**src/rtl/cpu_pkg.sv**
```systemverilog
// Shared definitions for the 8-bit single-cycle CPU: opcode encodings,
// ALU operation codes and the control sequencer state type.
package cpu_pkg;

   localparam logic [5:0] OP_NOP     = 6'b000000;
   localparam logic [2:0] OP_ALU_PFX = 3'b001;
   localparam logic [3:0] OP_LI_PFX  = 4'b0100;
   localparam logic [5:0] OP_J       = 6'b010100;
   localparam logic [5:0] OP_JZ      = 6'b010101;
   localparam logic [5:0] OP_JNZ     = 6'b010110;
   localparam logic [5:0] OP_HALT    = 6'b111111;

   // ALU operation codes are carried straight from opcode[2:0].
   localparam logic [2:0] ALU_OP0 = 3'd0;
   localparam logic [2:0] ALU_OP1 = 3'd1;
   localparam logic [2:0] ALU_OP2 = 3'd2;
   localparam logic [2:0] ALU_OP3 = 3'd3;
   localparam logic [2:0] ALU_OP4 = 3'd4;
   localparam logic [2:0] ALU_OP5 = 3'd5;
   localparam logic [2:0] ALU_OP6 = 3'd6;
   localparam logic [2:0] ALU_OP7 = 3'd7;

   typedef enum logic [1:0] {
      IDLE = 2'd0,
      RUN  = 2'd1,
      HALT = 2'd2
   } state_t;

endpackage

```
**src/rtl/uc_decode.sv**
```systemverilog
// Purely combinational opcode/zero-flag decoder. Produces raw datapath
// selects; the sequencer decides whether they are allowed to take effect.
module uc_decode
   import cpu_pkg::*;
(
   input  logic [5:0] opcode,
   input  logic       z,
   output logic       s_inc,
   output logic       s_inm,
   output logic       we3,
   output logic       wez,
   output logic [2:0] op_alu,
   output logic       is_halt,
   output logic       is_illegal
);

   always_comb begin
      s_inc      = 1'b1;
      s_inm      = 1'b0;
      we3        = 1'b0;
      wez        = 1'b0;
      op_alu     = ALU_OP0;
      is_halt    = 1'b0;
      is_illegal = 1'b0;
      if (opcode[5:3] == OP_ALU_PFX) begin
         op_alu = opcode[2:0];
         we3    = 1'b1;
         wez    = 1'b1;
      end else if (opcode[5:2] == OP_LI_PFX) begin
         we3   = 1'b1;
         s_inm = 1'b1;
      end else if (opcode == OP_J) begin
         s_inc = 1'b0;
      end else if (opcode == OP_JZ) begin
         s_inc = ~z;
      end else if (opcode == OP_JNZ) begin
         s_inc = z;
      end else if (opcode == OP_HALT) begin
         is_halt = 1'b1;
      end else if (opcode != OP_NOP) begin
         // unmapped encodings fall through as a NOP but are flagged
         is_illegal = 1'b1;
      end
   end

endmodule

```
**src/rtl/uc_ctrl.sv**
```systemverilog
// CPU control unit: opcode decode gated by a run/pause/step/halt sequencer,
// plus retired-instruction counter and sticky illegal-opcode flag.
module uc_ctrl
   import cpu_pkg::*;
#(
   parameter int CNT_W   = 16,
   parameter bit AUTORUN = 1'b0
) (
   input  logic             clk,
   input  logic             reset,
   input  logic [5:0]       opcode,
   input  logic             z,
   input  logic             start,
   input  logic             stop,
   input  logic             step,
   output logic             s_inc,
   output logic             s_inm,
   output logic             we3,
   output logic             wez,
   output logic [2:0]       op_alu,
   output logic             pc_en,
   output logic             running,
   output logic             halted,
   output logic             illegal,
   output logic             step_done,
   output logic [CNT_W-1:0] retired
);

   localparam state_t RESET_STATE = AUTORUN ? RUN : IDLE;
   localparam logic [CNT_W-1:0] CNT_ONE = {{(CNT_W-1){1'b0}}, 1'b1};

   state_t     state;
   state_t     next_state;
   logic       exec;
   logic       step_exec;
   logic       dec_s_inc;
   logic       dec_s_inm;
   logic       dec_we3;
   logic       dec_wez;
   logic [2:0] dec_op_alu;
   logic       dec_is_halt;
   logic       dec_is_illegal;

   uc_decode u_decode (
      .opcode     (opcode),
      .z          (z),
      .s_inc      (dec_s_inc),
      .s_inm      (dec_s_inm),
      .we3        (dec_we3),
      .wez        (dec_wez),
      .op_alu     (dec_op_alu),
      .is_halt    (dec_is_halt),
      .is_illegal (dec_is_illegal)
   );

   // Reset is folded in so an asserted reset kills every write strobe at once.
   assign step_exec = reset & (state == IDLE) & step;
   assign exec      = (reset & (state == RUN)) | step_exec;

   assign pc_en  = exec & ~dec_is_halt;
   assign we3    = exec & dec_we3;
   assign wez    = exec & dec_wez;
   assign s_inm  = exec & dec_s_inm;
   assign s_inc  = exec ? dec_s_inc : 1'b1;
   assign op_alu = exec ? dec_op_alu : ALU_OP0;

   always_ff @(posedge clk or negedge reset) begin
      if (!reset) begin
         state <= RESET_STATE;
      end else begin
         state <= next_state;
      end
   end

   // An executed HALT outranks start/stop; stop outranks start.
   always_comb begin
      next_state = state;
      case (state)
         IDLE: begin
            if (exec && dec_is_halt) begin
               next_state = HALT;
            end else if (start && !stop) begin
               next_state = RUN;
            end
         end
         RUN: begin
            if (dec_is_halt) begin
               next_state = HALT;
            end else if (stop) begin
               next_state = IDLE;
            end
         end
         HALT:    next_state = HALT;
         default: next_state = IDLE;
      endcase
   end

   always_ff @(posedge clk or negedge reset) begin
      if (!reset) begin
         running   <= 1'b0;
         halted    <= 1'b0;
         illegal   <= 1'b0;
         step_done <= 1'b0;
         retired   <= '0;
      end else begin
         running   <= (next_state == RUN);
         halted    <= (next_state == HALT);
         step_done <= step_exec;
         if (exec && dec_is_illegal) begin
            illegal <= 1'b1;
         end
         if (exec && !dec_is_halt && (retired != {CNT_W{1'b1}})) begin
            retired <= retired + CNT_ONE;
         end
      end
   end

endmodule

```
**config.mk**
```make
export PLATFORM = sky130hd
export DESIGN_NAME = uc_ctrl
export DESIGN_NICKNAME = d
export VERILOG_FILES = /design/src/rtl/cpu_pkg.sv /design/src/rtl/uc_decode.sv /design/src/rtl/uc_ctrl.sv
export SDC_FILE = /design/constraint.sdc
export NUM_CORES = 1
export LEC_CHECK = 0
export ABC_CLOCK_PERIOD_IN_PS = 4260
export CAP_MARGIN = 20
export CORE_ASPECT_RATIO = 1.25
export CORE_MARGIN = 3
export CORE_UTILIZATION = 25
export DETAILED_ROUTE_END_ITERATION = 8
export MAX_ROUTING_LAYER = met4
export PLACE_DENSITY = 0.46
export SLEW_MARGIN = 15
export SYNTH_ARGS = -nofsm -noshare
export SYNTH_HDL_FRONTEND = slang
export SYNTH_SLANG_ARGS = --single-unit
```
**constraint.sdc**
```tcl
create_clock -name clk -period 4.26 [get_ports clk]
set_input_delay 0.639 -clock clk [delete_from_list [all_inputs] [get_ports clk]]
set_output_delay 0.639 -clock clk [all_outputs]
set_load 0.005 [all_outputs]
```
==> metrics, run 1 <==
status finished, final reports clean; startpoint types primary input; ant diodes 0; clk sink count 22; Mean Syn Cell Area approximately 11 um^2; Syn Nets 123; PortBufs 39; dpl ws 1.07 ns; number of synthesized flops with an enable pin 0; worst path required time 3.62 ns; reg-to-reg endpoint retired[1]; f_max 0.311 GHz; R2R Path Start retired[10]; initial antenna violation count 0; crit-path cells clkdlybuf4s50_1 -> nand2b_4 -> or2_4 -> nor3_1 -> and2_1 -> clkdlybuf4s50_1; Synth top cells by count dfrtp_1, nor2_1, nand3_1; cell mode on critical path clkdlybuf4s50_1; Critical Path AT 2.58 ns; TritonRoute pass-1 iters 2; Total Die Area between 5000 and 6000 um^2; placed cell count 207; Tightest Pin Transition 0.502 ns; Final Max Slew Viols 0; post-DP HPWL 2080 um; row count 27; CP endpoint kind output pin; Clk pin slew, worst setup/hold paths 0.08 ns; worst reg2reg path depth 4; Crit path largest cell delay 0.53 ns; post-route clock period utilization 0.755; Area contributors post-synth dfrtp_1, xor2_1, xnor2_1; WHS Endpoint illegal; R2R setup slack between 2 and 2.5 ns; share of cells above drive strength 1 0.151; DR DRC count 0; sequential share of the synthesized area 0.454; post-CTS setup buffer count 0; most numerous cell in the Yosys netlist dfrtp_1; Vias/cell ~4.5; CP Max Fanout 5; cell area after synthesis 1210 um^2; Overflow after GRT 0; final cell count without fillers 210; worst min path class reg -> reg; hold depth 1; Die Y 83.9 um; Area Growth Syn to Fin 41.3%; clock root buffer clkbuf_8; area of the core between 4000 and 5000 um^2; Leak Pwr 0.728 nW; Hold Buf Count CTS 0; ys flop type dfrtp_1; Worst Path Buf+Inv 2; Initial Util 0.268; Setup-failing EPs final 0; Worst-Skew Late Latency 0.25 ns; vias in the first global route 993; critical path's slowest cell clkdlybuf4s50_1; post-synthesis cell type count 35; Yosys warning count 0; cell taking the most area after synthesis dfrtp_1; Worst Skew 0.00195 ns; critical path type in -> out; Post-CTS Resized 0; Rel. slew slack 0.665; routed len/inst 12.8 um; Synth Register Bits 22; DR iter-0 viols 23; detailed-route wire length 2680 um; post-layout minimum cycle time 3.22 ns; Total GRT Usage 0.102; GP Congestion 0.720; worst hold path startpoint illegal; DIE WIDTH about 68 um; Worst IR Drop VDD between 0.1 and 0.15 mV; Routed Antenna Nets 0; Vias 941; CTS tree yes; Crit path max-delay family buffers and inverters; RSZ-0062 raised after global routing false; Pwr per Cell Area 364 nW/um^2; design area around 1700 um^2; Hold Fails Final Rpt 0; largest net degree at the start of global routing 23; I/O pin cnt 40; Post-Place Cell Area about 1700 um^2; Setup TNS 0 ns; Max-Cap Viols 0; nets@finish 167; cell count after synthesis 110; ys async rst share 1.00; total CTS buffers 3; Max Buffers Root-to-Sink 2; H-tree depth 1; first-pass GRT wire length between 4000 and 5000 um; worst setup margin 1.04 ns; Synth top area share 0.454
[worst max path at each step]
stage / start / endpoint / cells past startpoint
after floorplan: reset / op_alu[0] / 4
after global placement: reset / op_alu[2] / 6
after detailed placement: reset / op_alu[1] / 6
after CTS: reset / op_alu[1] / 6
after global routing: reset / op_alu[1] / 6
final: reset / op_alu[1] / 6
[worst reg2reg max path: stages (launching register included)]
cell	delay (ns)
dfrtp_1	0.47
nand4_4	0.18
nor4b_4	0.34
a211o_1	0.50
mux2_2	0.39
[cell type report]
cell class | count | area, um^2
multi-input cells | 81 | 628
fillers | 482 | 2810
flip-flops and latches | 22 | 551
well taps | 58 | 72.6
inverters | 6 | 22.5
repair buffers | 40 | 398
clock buffers | 3 | 41.3
[kinds of logic after synthesis]
group                      after synthesis  share of synthesized area
and+or+nand+nor                         54                      0.317
DFF                                     22                      0.454
xor gates and xnor gates                16                      0.116
buffers and inverters                    7                     0.0279
AOI/OAI and AO/OA                        6                     0.0413
muxes                                    4                     0.0341
adders and majority gates                1                     0.0103
[sequential cells by signal (all words and copies together) (netlist names)]
name and count:
retired 16, state 2, halted 1, illegal 1
running 1, step_done 1
[through the flow]
stage               hold slack [ns]  total power (W)  utilization
CTS                           0.496         0.000639        0.378
floorplan                     0.343         0.000383            -
finish                        0.484         0.000623        0.378
global placement              0.463         0.000502        0.369
detailed placement            0.462         0.000506        0.369
global route                  0.515         0.000669        0.378
[routing by layer]
metal / wire [um] / up-vias / part of all wire / track usage
met3: 145 / 2 / 0.054 / 0.0202
met4: 36 / 0 / 0.013 / 0.0434
li1: - / 464 / - / -
met2: 1270 / 33 / 0.47 / 0.161
met1: 1230 / 442 / 0.46 / 0.124
met5: 0 / - / 0 / -
[report_power, final]
group          internal (W)  switching (W)  leakage [nW]
logic              0.000121      0.0000718         0.436
registers          0.000249      0.0000551         0.271
clock network     0.0000630      0.0000627        0.0216
[layout by cell type (no fill, tap or decap), types with 2 or more instances in the layout]
master	synthesis	routed
nor4_2	3	3
nor2_1	13	13
nor3_1	3	3
dfrtp_1	22	22
nand3_1	11	11
mux2i_1	3	3
inv_1	6	6
o211a_1	2	2
xor2_1	9	9
nand2_1	3	3
xnor2_1	7	7
and2_1	3	3
clkbuf_8	0	3
clkdlybuf4s50_1	0	39
nor3_2	3	3
Note: power is estimated with default switching activity, not from simulation.
==> inputs of run 2 (changes only) <==
--- a/config.mk
+++ b/config.mk
@@ -5,7 +5,7 @@
 export SDC_FILE = /design/constraint.sdc
 export NUM_CORES = 1
 export LEC_CHECK = 0
-export ABC_CLOCK_PERIOD_IN_PS = 4260
+export ABC_CLOCK_PERIOD_IN_PS = 3000
 export CAP_MARGIN = 20
 export CORE_ASPECT_RATIO = 1.25
 export CORE_MARGIN = 3
==> constraint.sdc (replaced) <==
create_clock -name clk -period 3 [get_ports clk]
set_input_delay 0.45 -clock clk [delete_from_list [all_inputs] [get_ports clk]]
set_output_delay 0.45 -clock clk [all_outputs]
set_load 0.005 [all_outputs]
==> run 2 against run 1 <==
Compared with the run above: clock power rose by 70%; global-route usage grew 0.12 points; count of clock-buffer cells in the layout rose by 1; sequential share of layout area down 0.26 points; clock skew increased by 0.00071 ns; via count rose by 1.2%; die area is the same; routed wire length is 0.48% lower; worst hold slack hardly changed; first-iteration DRC count shrank 30%; utilization is 0.30 points higher; critical endpoint unchanged; largest power group unchanged.
==> metrics, run 2 (synthesis results as in run 1) <==
status finished, final reports clean (unchanged); Area Growth Syn to Fin 42.4% (was 41.3%); total CTS buffers 3 (unchanged); dpl ws 0.176 ns (was 1.07 ns); Max Buffers Root-to-Sink 2 (unchanged); routed len/inst 12.6 um (was 12.8 um); first-pass GRT wire length 4430 um (was 4370 um); combinational share of power 0.297 (was 0.309); Clock power frac 0.234 (was 0.202); share of cells above drive strength 1 0.157 (was 0.151); Largest regs retired (16), state (2) (unchanged); post-layout minimum cycle time 2.85 ns; Clk pin slew, worst setup/hold paths 0.08 ns (about the same); commonest non-fill, non-tap cells in the layout clkdlybuf4s50_1, dfrtp_1, nor2_1 (unchanged); area of the core 4530 um^2 (unchanged); RSZ-0062 raised after global routing false (unchanged); Setup-failing EPs final 0 (unchanged); clock root buffer clkbuf_8 (unchanged); commonest non-fill, non-tap cell in the layout clkdlybuf4s50_1 (unchanged); Routed Antenna Nets 0 (unchanged); Final Max Slew Viols 0 (unchanged); internal power 0.000642 W (was 0.000433 W); Worst Skew 0.00265 ns (was 0.00195 ns); largest net degree at the start of global routing 23 (unchanged); GP Congestion 0.707 (was 0.720); Max-Cap Viols 0 (unchanged); Leak Pwr 0.735 nW (was 0.728 nW); nets@finish 167 (unchanged); sw power 0.000276 W (was 0.000190 W); TritonRoute pass-1 iters 4 (was 2); sequential power share 0.469 (was 0.489); sw frac 0.300 (was 0.305); Die Y 83.9 um (unchanged); Worst IR Drop VDD 0.171 mV (was 0.131 mV); vias in the first global route 982 (was 993); worst setup margin 0.149 ns (was 1.04 ns); startpoint types primary input (unchanged); H-tree depth 1 (unchanged); row count 27 (unchanged); critical path type in -> out (unchanged); Overflow after GRT 0 (unchanged); Worst-Skew Late Latency 0.26 ns (was 0.25 ns); CP Max Fanout 5 (unchanged); DR iter-0 viols 16 (was 23); Tightest Pin Transition 0.499 ns (was 0.502 ns); Total Die Area 5730 um^2 (unchanged); initial antenna violation count 0 (unchanged); Critical Path AT 2.40 ns (was 2.58 ns); Total GRT Usage 0.103 (was 0.102); Post-CTS Resized 0 (unchanged); f_max around 0.35 GHz; ant diodes 0 (unchanged); CP endpoint kind output pin (unchanged); DR DRC count 0 (unchanged); worst path required time 2.55 ns (was 3.62 ns); Setup TNS 0 ns (unchanged); fill cell count 473 (was 482); Hold Buf Count CTS 0 (unchanged); clk sink count 22 (unchanged); CTS tree yes (unchanged); post-route clock period utilization 0.950; I/O pin cnt 40 (unchanged); Rel. slew slack 0.668 (was 0.665); post-CTS setup buffer count 0 (unchanged); Pwr per Cell Area 531 nW/um^2 (was 364 nW/um^2); worst min path class reg -> reg (unchanged); Reg with most FFs retired (unchanged); Vias 952 (was 941); max FFs per register 16 (unchanged); DIE WIDTH 68.3 um (unchanged); Initial Util 0.268 (unchanged); Hold Fails Final Rpt 0 (unchanged); detailed-route wire length 2670 um (was 2680 um); Vias/cell 4.51 (was 4.48); PortBufs 39 (unchanged); post-DP HPWL 2050 um (was 2080 um)
[run 2: final timing paths]
path                       cells past startpoint           to        start  slack, ns
max in group asynchronous                      2  retired[15]        reset       2.12
max                                            6    op_alu[1]        reset       0.15
min in group asynchronous                      2       halted        reset       0.65
min reg2reg                                    1      illegal      illegal       0.48
min                                            1      illegal      illegal       0.48
max reg2reg                                    4   retired[1]  retired[10]       0.99
[run 2: metal layers]
metal | part of all wire | vias up | global-route usage
met5 | 0 | - | -
met3 | 0.057 | 2 | 0.0162
met2 | 0.47 | 29 | 0.158
li1 | - | 468 | -
met1 | 0.46 | 453 | 0.130
met4 | 0.013 | 0 | 0.0488
[run 2: through the flow]
| step | utilization | area [um^2] | hold slack [ns] | instances | total power, W |
|---|---|---|---|---|---|
| detailed placement | 0.369 | 1670 | 0.461 | 207 | 0.000717 |
| CTS | 0.381 | 1730 | 0.496 | 211 | 0.000939 |
| finish | 0.381 | 1730 | 0.485 | 211 | 0.000918 |
| global route | 0.381 | 1730 | 0.527 | 211 | 0.000982 |
| floorplan | - | 1210 | 0.154 | 110 | 0.000544 |
| global placement | 0.369 | 1670 | 0.463 | 207 | 0.000712 |
[run 2: final cells by class]
| class | count | area (um^2) | share of cell area |
|---|---|---|---|
| clock buffers | 4 | 55.1 | 0.0319 |
| inverters | 6 | 22.5 | 0.0130 |
| multi-input cells | 81 | 628 | 0.364 |
| flip-flops and latches | 22 | 551 | 0.319 |
| well taps | 58 | 72.6 | 0.0420 |
| repair buffers | 40 | 398 | 0.230 |
[run 2: power by group through the flow]
stage          combinational [W]  clock (W)  sequential, W
2_1_floorplan           0.000114          0       0.000430
3_3_place_gp            0.000277          0       0.000436
3_5_place_dp            0.000279          0       0.000438
4_1_cts                 0.000280   0.000226       0.000433
5_1_grt                 0.000304   0.000236       0.000442
6_report                0.000273   0.000214       0.000431
[run 2: critical path, cell delays in order]
cell and delay, ns:
clkdlybuf4s50_1 0.54, nand2b_4 0.08, or2_4 0.27, nor3_1 0.37
and2_1 0.20, clkdlybuf4s50_1 0.50
